<file path="src/rtl/rv_fetch_pkg.sv">
// Shared fetch-stage definitions: datapath widths, PC step, FSM state encoding.
package rv_fetch_pkg;
  localparam int XLEN    = 32;
  localparam int INST_W  = 32;
  localparam int PC_STEP = 4;
  localparam logic [INST_W-1:0] NOP_INST = 32'h0000_0013;

  typedef enum logic {
    IDLE  = 1'b0,
    FETCH = 1'b1
  } fetch_state_e;
endpackage

</file>
<file path="src/rtl/sync_fifo.sv">
// Single-clock FIFO with occupancy count and flush. The head is read from registered storage.
module sync_fifo #(
  parameter int W     = 32,
  parameter int DEPTH = 4,
  parameter int CW    = $clog2(DEPTH) + 1
) (
  input  logic          clk,
  input  logic          rst_n,
  input  logic          flush,
  input  logic          push,
  input  logic [W-1:0]  din,
  input  logic          pop,
  output logic [W-1:0]  dout,
  output logic [CW-1:0] count
);
  localparam int AW = (DEPTH > 1) ? $clog2(DEPTH) : 1;
  localparam logic [CW-1:0] FULL = CW'(DEPTH);

  logic [W-1:0]  mem [DEPTH];
  logic [AW-1:0] wr_ptr;
  logic [AW-1:0] rd_ptr;
  logic          do_push;
  logic          do_pop;

  assign do_pop  = pop && (count != '0);
  // A push into a full FIFO is accepted only when the head leaves in the same cycle.
  assign do_push = push && ((count != FULL) || do_pop);
  assign dout    = mem[rd_ptr];

  always_ff @(posedge clk) begin
    if (do_push && !flush) mem[wr_ptr] <= din;
  end

  always_ff @(posedge clk) begin
    if (!rst_n || flush) begin
      wr_ptr <= '0;
      rd_ptr <= '0;
      count  <= '0;
    end else begin
      if (do_push) wr_ptr <= wr_ptr + 1'b1;
      if (do_pop)  rd_ptr <= rd_ptr + 1'b1;
      case ({do_push, do_pop})
        2'b10:   count <= count + 1'b1;
        2'b01:   count <= count - 1'b1;
        default: count <= count;
      endcase
    end
  end
endmodule

</file>
<file path="src/rtl/imem_fetch_ctrl.sv">
// Fetch-stage controller: owns the PC, issues credit-limited imem reads, queues
// returned instructions for decode and discards stale responses after redirects.
module imem_fetch_ctrl
  import rv_fetch_pkg::*;
#(
  parameter logic [31:0] RESET_PC = 32'h0000_0000,
  parameter int          FQ_DEPTH = 4,
  parameter int          CNT_W    = $clog2(FQ_DEPTH) + 1
) (
  input  logic        clk,
  input  logic        rst_n,
  input  logic        fetch_en,
  input  logic        redirect_valid,
  input  logic [31:0] redirect_pc,
  output logic        imem_req_valid,
  input  logic        imem_req_ready,
  output logic [31:0] imem_addr,
  input  logic        imem_rsp_valid,
  input  logic [31:0] imem_rsp_data,
  output logic        if_valid,
  input  logic        if_ready,
  output logic [31:0] if_inst,
  output logic [31:0] if_pc
);
  localparam int QW = XLEN + INST_W;

  fetch_state_e     state;
  logic [XLEN-1:0]  pc;
  logic [CNT_W-1:0] outstanding;
  logic [CNT_W-1:0] q_count;
  logic [CNT_W-1:0] drop_cnt;
  logic [CNT_W:0]   credit_sum;
  logic             pending;
  logic             credit_ok;
  logic             accept;
  logic             rsp_drop;
  logic             q_push;
  logic             q_pop;
  logic [XLEN-1:0]  tag_pc;
  logic [QW-1:0]    q_head;
  logic [QW-1:0]    hold;

  // Outstanding requests plus queued words never exceed the queue depth, so responses need no backpressure.
  assign credit_sum = {1'b0, outstanding} + {1'b0, q_count};
  assign credit_ok  = credit_sum < (CNT_W + 1)'(FQ_DEPTH);

  assign imem_req_valid = (state == FETCH) && credit_ok && !redirect_valid && (fetch_en || pending);
  assign imem_addr      = pc;
  assign accept         = imem_req_valid && imem_req_ready;
  assign rsp_drop       = imem_rsp_valid && (drop_cnt != '0);
  assign q_push         = imem_rsp_valid && !rsp_drop && !redirect_valid;
  assign q_pop          = if_valid && if_ready && !redirect_valid;

  assign if_valid = (q_count != '0);
  assign if_pc    = if_valid ? q_head[QW-1:INST_W] : hold[QW-1:INST_W];
  assign if_inst  = if_valid ? q_head[INST_W-1:0]  : hold[INST_W-1:0];

  // The tag FIFO's occupancy is exactly the number of accepted-but-unanswered requests.
  sync_fifo #(.W(XLEN), .DEPTH(FQ_DEPTH), .CW(CNT_W)) u_tag_fifo (
    .clk   (clk),
    .rst_n (rst_n),
    .flush (1'b0),
    .push  (accept),
    .din   (pc),
    .pop   (imem_rsp_valid),
    .dout  (tag_pc),
    .count (outstanding)
  );

  sync_fifo #(.W(QW), .DEPTH(FQ_DEPTH), .CW(CNT_W)) u_fetch_q (
    .clk   (clk),
    .rst_n (rst_n),
    .flush (redirect_valid),
    .push  (q_push),
    .din   ({tag_pc, imem_rsp_data}),
    .pop   (q_pop),
    .dout  (q_head),
    .count (q_count)
  );

  always_ff @(posedge clk) begin
    if (!rst_n) begin
      state    <= IDLE;
      pc       <= RESET_PC;
      pending  <= 1'b0;
      drop_cnt <= '0;
      hold     <= '0;
    end else begin
      if (redirect_valid)
        pc <= redirect_pc & 32'hFFFF_FFFC;
      else if (accept)
        pc <= pc + XLEN'(PC_STEP);

      pending <= imem_req_valid && !imem_req_ready;

      // Everything still in flight after a redirect cycle belongs to the old stream.
      if (redirect_valid)
        drop_cnt <= outstanding - CNT_W'(imem_rsp_valid);
      else if (rsp_drop)
        drop_cnt <= drop_cnt - 1'b1;

      if (if_valid) hold <= q_head;

      case (state)
        IDLE:    if (fetch_en) state <= FETCH;
        FETCH:   if (!fetch_en && !(imem_req_valid && !imem_req_ready)) state <= IDLE;
        default: state <= IDLE;
      endcase
    end
  end
endmodule

</file>
<file path="config.mk">
export PLATFORM = sky130hd
export DESIGN_NAME = imem_fetch_ctrl
export DESIGN_NICKNAME = d
export VERILOG_FILES = /design/src/rtl/rv_fetch_pkg.sv /design/src/rtl/sync_fifo.sv /design/src/rtl/imem_fetch_ctrl.sv
export SDC_FILE = /design/constraint.sdc
export NUM_CORES = 1
export LEC_CHECK = 0
export BUFFER_PORTS_ARGS = -buffer_cell sky130_fd_sc_hd__buf_4
export CAP_MARGIN = 30
export CORE_MARGIN = 2
export CORE_UTILIZATION = 50
export CTS_CLUSTER_SIZE = 20
export DETAILED_ROUTE_END_ITERATION = 8
export HOLD_SLACK_MARGIN = 0.02
export PLACE_DENSITY = 0.72
export SYNTH_ARGS = -nofsm -noshare
export SYNTH_HDL_FRONTEND = slang
export SYNTH_SLANG_ARGS = --single-unit
export TNS_END_PERCENT = 10
</file>
<file path="constraint.sdc">
create_clock -name clk -period 3.2 [get_ports clk]
set_input_delay 0.16 -clock clk [delete_from_list [all_inputs] [get_ports clk]]
set_output_delay 0.16 -clock clk [all_outputs]
set_load 0.05 [all_outputs]
</file>
# [Word level (Yosys, flattened, before mapping)]
# Memory sizes are Yosys's and may differ from the RTL's. A register that Yosys moved wholly into a read port is not among the register bits.
# Cells that the tools add are included.
[totals] reg_bits=115 elab_cells=88 ramBits=384 out_inout_bits=98 mem_count=2
[memory_table] name="u_fetch_q.mem" words=4 word_bits=64 rd=1 rd_clocked_by_memory_dff=1 write_ports=1 line_no="sync_fifo.sv:19" rtl="logic [W-1:0] mem [DEPTH];"
[memory_table] name="u_tag_fifo.mem" words=4 word_bits=32 rd=1 rd_clocked_by_memory_dff=1 write_ports=1 line_no="sync_fifo.sv:19"
[op_classes] mux=19 n_addsub=12 eq_ne=6 n_reduce_logical=34 order_cmp=1 bitwise=2
[op_table] op="$mux W32" n=4
[op_table] op="$add A32 B3 Y32 const B" n=1
[op_table] op="$logic_and A1 B1 Y1" n=16
[op_table] op="$pmux W3 S2" n=2
[op_table] op="$reduce_bool A3 Y1" n=3
[op_table] op="$sub A3 B1 Y3 const B" n=3
[op_table] op="$add A2 B1 Y2 const B" n=4
[op_table] op="$mux W2" n=4
[op_table] op="$reduce_bool A2 Y1" n=4
[op_table] op="$add A3 B1 Y3 const B" n=2
[op_table] op="$logic_not A1 Y1" n=6
[op_table] op="$mux W1" n=6
[op_table] op="$mux W3" n=2
[op_table] op="$ne A3 B3 Y1 const B" n=2
[op_table] op="$add A3 B3 Y4" n=1
[op_table] op="$eq A2 B1 Y1 const B" n=2
[op_table] op="$eq A2 B2 Y1 const B" n=2
[op_table] op="$logic_or A1 B1 Y1" n=4
[op_table] op="$lt A4 B3 Y1 const B" n=1
[op_table] op="$sub A3 B1 Y3" n=1
[op_table] op="$not A1 Y1" n=2
[op_table] op="$pmux W1 S2" n=1
[op_table] op="$reduce_or A2 Y1" n=1

# [Longest topological paths before layout]
[depth] depth_word=10 ltp_mapped=12

# [Cells and area by module]
# From an unflattened synthesis, not the netlist that was laid out.
[unflattened] hier_cells=1109 hier_area_um2=19680.1
[by_module_without_submodules] module="sync_fifo at u_fetch_q" cells_each=397 n_inst=1 area_per_inst_um2=9831.9
[by_module_without_submodules] module="sync_fifo at u_tag_fifo" cells_each=230 n_inst=1 area_per_inst_um2=5210.0
[by_module_without_submodules] module="imem_fetch_ctrl" cells_each=482 n_inst=1 area_per_inst_um2=4638.2

# [Worst setup path after synthesis]
# No wires, ideal clock.
[synth_path] path_type="register to register" from="register drop_cnt[0]" to="memory u_fetch_q.mem[1][0] (netlist name), enable pin" n_path_buf=0 setup_slack_ns=0.015 arrival_time_ns=2.759 stages_incl_launch_ff=7 cell_sequence="dfxtp_1 -> inv_1 -> ha_1 -> ha_1 -> nand2_1 -> nor3_1 -> and2_1"
[synth_via] elab_chain_len=9
[synth_lines] item="from (decl)" line_no="imem_fetch_ctrl.sv:31" rtl="logic [CNT_W-1:0] drop_cnt;"
[synth_lines] item="from (signal assigned)" line_no="imem_fetch_ctrl.sv:98" rtl="drop_cnt <= outstanding - CNT_W'(imem_rsp_valid);"
[synth_lines] item="from (signal assigned)" line_no="imem_fetch_ctrl.sv:100" rtl="drop_cnt <= drop_cnt - 1'b1;"
[synth_lines] item="$reduce_bool A3 Y1" line_no="imem_fetch_ctrl.sv:50" rtl="assign rsp_drop = imem_rsp_valid && (drop_cnt != '0);"
[synth_lines] item="$logic_and A1 B1 Y1" line_no="imem_fetch_ctrl.sv:50"
[synth_lines] item="$logic_not A1 Y1" line_no="imem_fetch_ctrl.sv:51" rtl="assign q_push = imem_rsp_valid && !rsp_drop && !redirect_valid;"
[synth_lines] item="$logic_and A1 B1 Y1 (2 in series)" line_no="imem_fetch_ctrl.sv:51"
[synth_lines] item="$logic_and A1 B1 Y1" line_no="sync_fifo.sv:27" rtl="assign do_push = push && ((count != FULL) || do_pop);"
[synth_lines] item="$logic_and A1 B1 Y1" line_no="sync_fifo.sv:31" rtl="if (do_push && !flush) mem[wr_ptr] <= din;"
[synth_lines] item="$mux W1" line_no="sync_fifo.sv:31"
[synth_lines] item="$mux W1 (implied by the code)" line_no="sync_fifo.sv:31"
[synth_lines] item="to (decl)" line_no="sync_fifo.sv:19"
# No other way between the ends.

# [Final worst setup path]
[layout_path] from="register pc[2], in the netlist imem_addr[2]" to="register pc[26], in the netlist imem_addr[26]"
[layout_via] elab_chain_len=3
[layout_lines] item="from (decl)" line_no="imem_fetch_ctrl.sv:28" rtl="logic [XLEN-1:0] pc;"
[layout_lines] item="from (signal assigned)" line_no="imem_fetch_ctrl.sv:90" rtl="pc <= redirect_pc & 32'hFFFF_FFFC;"
[layout_lines] item="from (signal assigned)" line_no="imem_fetch_ctrl.sv:92" rtl="pc <= pc + XLEN'(PC_STEP);"
[layout_lines] item="$add A32 B3 Y32" line_no="imem_fetch_ctrl.sv:92"
[layout_lines] item="$mux W32" line_no="imem_fetch_ctrl.sv:91" rtl="else if (accept)"
[layout_lines] item="$mux W32" line_no="imem_fetch_ctrl.sv:89" rtl="if (redirect_valid)"
# No other way between the ends. The select of a mux whose other input is x is not followed.
# A chain may end at the register's enable or synchronous reset.

==> impl_metrics.py <==
metrics = {
    "outcome": {
        "status": "finished clean",
    },
    "routing": {
        "drc": 0,
        "via_per_inst": 5.61,
        "wl_per_cell_um": 20.9,
        "vias": 10200,
        "wl_um": 37900,
        "postRouteAntennaNets": 0,
        "firstDrtPassIters": 5,
        "drt_iter0_markers": 478,
    },
    "global_route": {
        "grt_pass1_wl_um": 58900,
        "use_met1_pct": 27.5,
        "grt-busiest-layer": "met2",
        "grt_max_degree": 52,
        "grt_pass1_vias": 10500,
        "grtUsageMet3_pct": 3.48,
        "antenna_found_initial": 0,
        "use_met2_pct": 33.2,
        "track_usage_pct": 20.0,
        "grt_overflow": 0,
    },
    "power_and_ir_drop": {
        "ir_drop_mv": 0.396,
        "power_mw": 13.6,
        "p_per_area_nw_per_um2": 596,
        "leakagePower_nw": 7.90,
    },
    "sta": {
        "relSlewSlack_pct": 44.8,
        "finalSetupTns_ns": 0,
        "setup_viol": 0,
        "fin_crit_ns": 2.84,
        "drv_slew": 0,
        "fin_skew_ns": 0.0231,
        "worst-slew-pin-transition_ns": 0.829,
        "finalHoldViolations": 0,
        "max_clock_freq_mhz": 353,
        "setup_ws_ns": 0.363,
        "fin_crit_sh_pct": 88.6,
        "rsz0062_at_grt": "no",
    },
    "critical_path": {
        "timing.rr.start": "imem_addr[2]$_SDFFE_PN0P_",
        "r2r_end": "imem_addr[26]$_SDFFE_PN0P_",
        "reg2reg_depth": 6,
        "critPathLaunchType": "flip-flop",
        "max_stage_delay_ns": 0.59,
        "reg2reg_slack_ns": 0.36,
        "slowest_stage": "or4_1",
        "cp_max_fo": 10,
        "end_kind": "flip-flop",
        "crit_end": "imem_addr[26]$_SDFFE_PN0P_",
        "path_cells": "ha_1, nand4_1, or4_1, nor4_1, mux2_2, a211oi_1",
        "arrival_ns": 3.32,
        "startpoint": "imem_addr[2]$_SDFFE_PN0P_",
        "worst-setup-path-type": "flip-flop to flip-flop",
        "cp.required_ns": 3.69,
    },
    "yosys": {
        "synth_edf_count": 368,
        "synth.largest_area_cell": "edfxtp_1",
        "synthAdderAreaFrac_pct": 1.29,
        "synth_xor_area_share_pct": 0.938,
        "synth_seq_cells": 483,
        "synth.area.mux_share_pct": 15.2,
        "yosysUniqueCellTypes": 59,
        "ys_dominant_reg_cell": "edfxtp_1",
        "seq_area_frac_synth_pct": 71.5,
        "synth_top_family_by_area": "multiplexers",
        "synth-simple-area-share_pct": 6.49,
        "syn_inst": 1052,
        "synth.area.top_cells": "edfxtp_1 59%, dfxtp_1 12%, mux4_2 11%",
        "synth_warnings": 0,
        "yosys.area.top_type_share_pct": 59.2,
        "synth_most_common_cell": "edfxtp_1",
        "synth-compound-area-share_pct": 2.79,
        "synth_commonest_cells": "368 x edfxtp_1, 115 x dfxtp_1, 92 x mux4_2",
        "synth.avg_cell_area_um2": 17.7,
        "synth-async-reset-ratio_pct": 0,
        "syn_area_um2": 18700,
    },
    "clocking": {
        "clkSlewWorstSetupHoldPaths_ns": 0.06,
        "cts_htree_levels": 2,
        "insertion_delay_ns": 0.57,
        "cts_tree": "yes",
        "clock_sinks": 483,
        "cts-buffers-inserted": 48,
        "post_cts_buffers": 0,
        "cts_resized": 0,
        "cts_root_buf": "clkbuf_16",
        "clk_path_buf_depth": 3,
    },
    "cells_and_area": {
        "nNetsFinal": 1400,
        "antenna_cells": 0,
        "areaGrowthSynthToFinish_pct": 22.2,
        "drive_gt1_share_pct": 32.5,
        "fin_area_um2": 22800,
        "final_cells": 1818,
    },
    "die": {
        "start_util_pct": 50.9,
        "ios": 169,
        "die_x_um": 197,
        "die-area_um2": 38900,
        "die_h_um": 197,
        "num_rows": 70,
        "coreArea_um2": 36700,
    },
    "placement": {
        "routabilityCongestion": 0.900,
        "dpl_cell_area_um2": 20600,
        "post-place-ws_ns": 0.405,
        "dp_cells": 1665,
        "io_buffers": 162,
        "hpwl_um": 23600,
    },
    "flow_run": {
        "maxCapViolations": 0,
    },
    "hold_path": {
        "hold_class": "input pin to flip-flop",
    },
}
## worst min-delay path by stage
stage / start / slack, ns / cells past startpoint / to
5_1_grt: rst_n / 0.06 / 2 / state$_SDFF_PN0_
3_3_place_gp: imem_rsp_data[6] / 0.36 / 1 / u_fetch_q.mem[1][6]$_DFFE_PP_
2_1_floorplan: imem_req_ready / 0.24 / 1 / pending$_SDFF_PN0_
4_1_cts: redirect_pc[26] / 0.02 / 3 / imem_addr[26]$_SDFFE_PN0P_
6_report: redirect_pc[26] / 0.05 / 3 / imem_addr[26]$_SDFFE_PN0P_
3_5_place_dp: imem_rsp_data[2] / 0.36 / 1 / u_fetch_q.mem[3][2]$_DFFE_PP_
## through the flow
| step | hold WS, ns | utilization [%] |
|---|---|---|
| floorplan | 0.239 | - |
| global placement | 0.360 | 56.3 |
| detailed placement | 0.364 | 56.3 |
| CTS | 0.0213 | 62.1 |
| global route | 0.0569 | 62.1 |
| finish | 0.0497 | 62.1 |
## where the power goes
part	internal, mW	switching (mW)
clock network	3.15	2.24
registers	6.87	0.0991
logic	0.482	0.740
## critical path, delay by kind of cell (launching register included)
family | cells | cell delay [ns]
adder cells (fa/ha/maj) | 1 | 0.32
AND/OR/NAND/NOR | 3 | 1.29
AO/OA/AOI/OAI | 1 | 0.22
flip-flops | 1 | 0.52
multiplexers | 1 | 0.40
## layout make-up
class,instances,area [µm²]
Fill cell,2649,13900
Timing Repair Buffer,264,2240
Tap cell,468,586
Multi-Input combinational cell,493,5020
Inverter,21,78.8
Sequential cell,483,13400
Clock buffer,68,1340
Clock inverter,21,179
## flip-flops by register name, indices dropped and copies added (netlist names), named ones only
signal / flops
u_fetch_q.mem: 248
u_tag_fifo.mem: 120
hold: 62
imem_addr: 30
drop_cnt: 3
u_fetch_q.count: 3
u_tag_fifo.count: 3
u_fetch_q.rd_ptr: 2
u_fetch_q.wr_ptr: 2
u_tag_fifo.rd_ptr: 2
u_tag_fifo.wr_ptr: 2
pending: 1
state: 1
## logic make-up after synthesis
| kind of cell | count (synthesis) |
|---|---|
| AOI/OAI and AO/OA | 81 |
| xor gates and xnor gates | 20 |
| adders and majority gates | 18 |
| buffers and inverters | 79 |
| DFF | 483 |
| muxes | 161 |
| other | 1 |
| and+or+nand+nor | 209 |
## layout by cell type (no fill, tap or decap), types with 16 or more instances in the layout
master | synthesis | layout
dlygate4sd3_1 | 0 | 64
mux2_2 | 64 | 64
mux4_2 | 92 | 92
clkbuf_16 | 0 | 49
nor2_1 | 31 | 31
o21ai_0 | 21 | 21
inv_1 | 20 | 20
dfxtp_1 | 115 | 111
edfxtp_1 | 368 | 368
buf_4 | 4 | 192
a21oi_1 | 18 | 18
ha_1 | 16 | 16
and2_1 | 72 | 68
## repair_timing
item / 4_1_cts / 5_1_grt
hold buffers: 64 / 0
setup endpoints to repair: 0 / 0
endpoints found under the hold margin: 161 / 0
## layer usage
metal,vias up,wire (µm)
met5,-,0
met4,0,628
met3,49,2170
met2,325,18300
met1,5186,16800
li1,4644,-
Note: power is estimated with default switching activity, not from simulation.
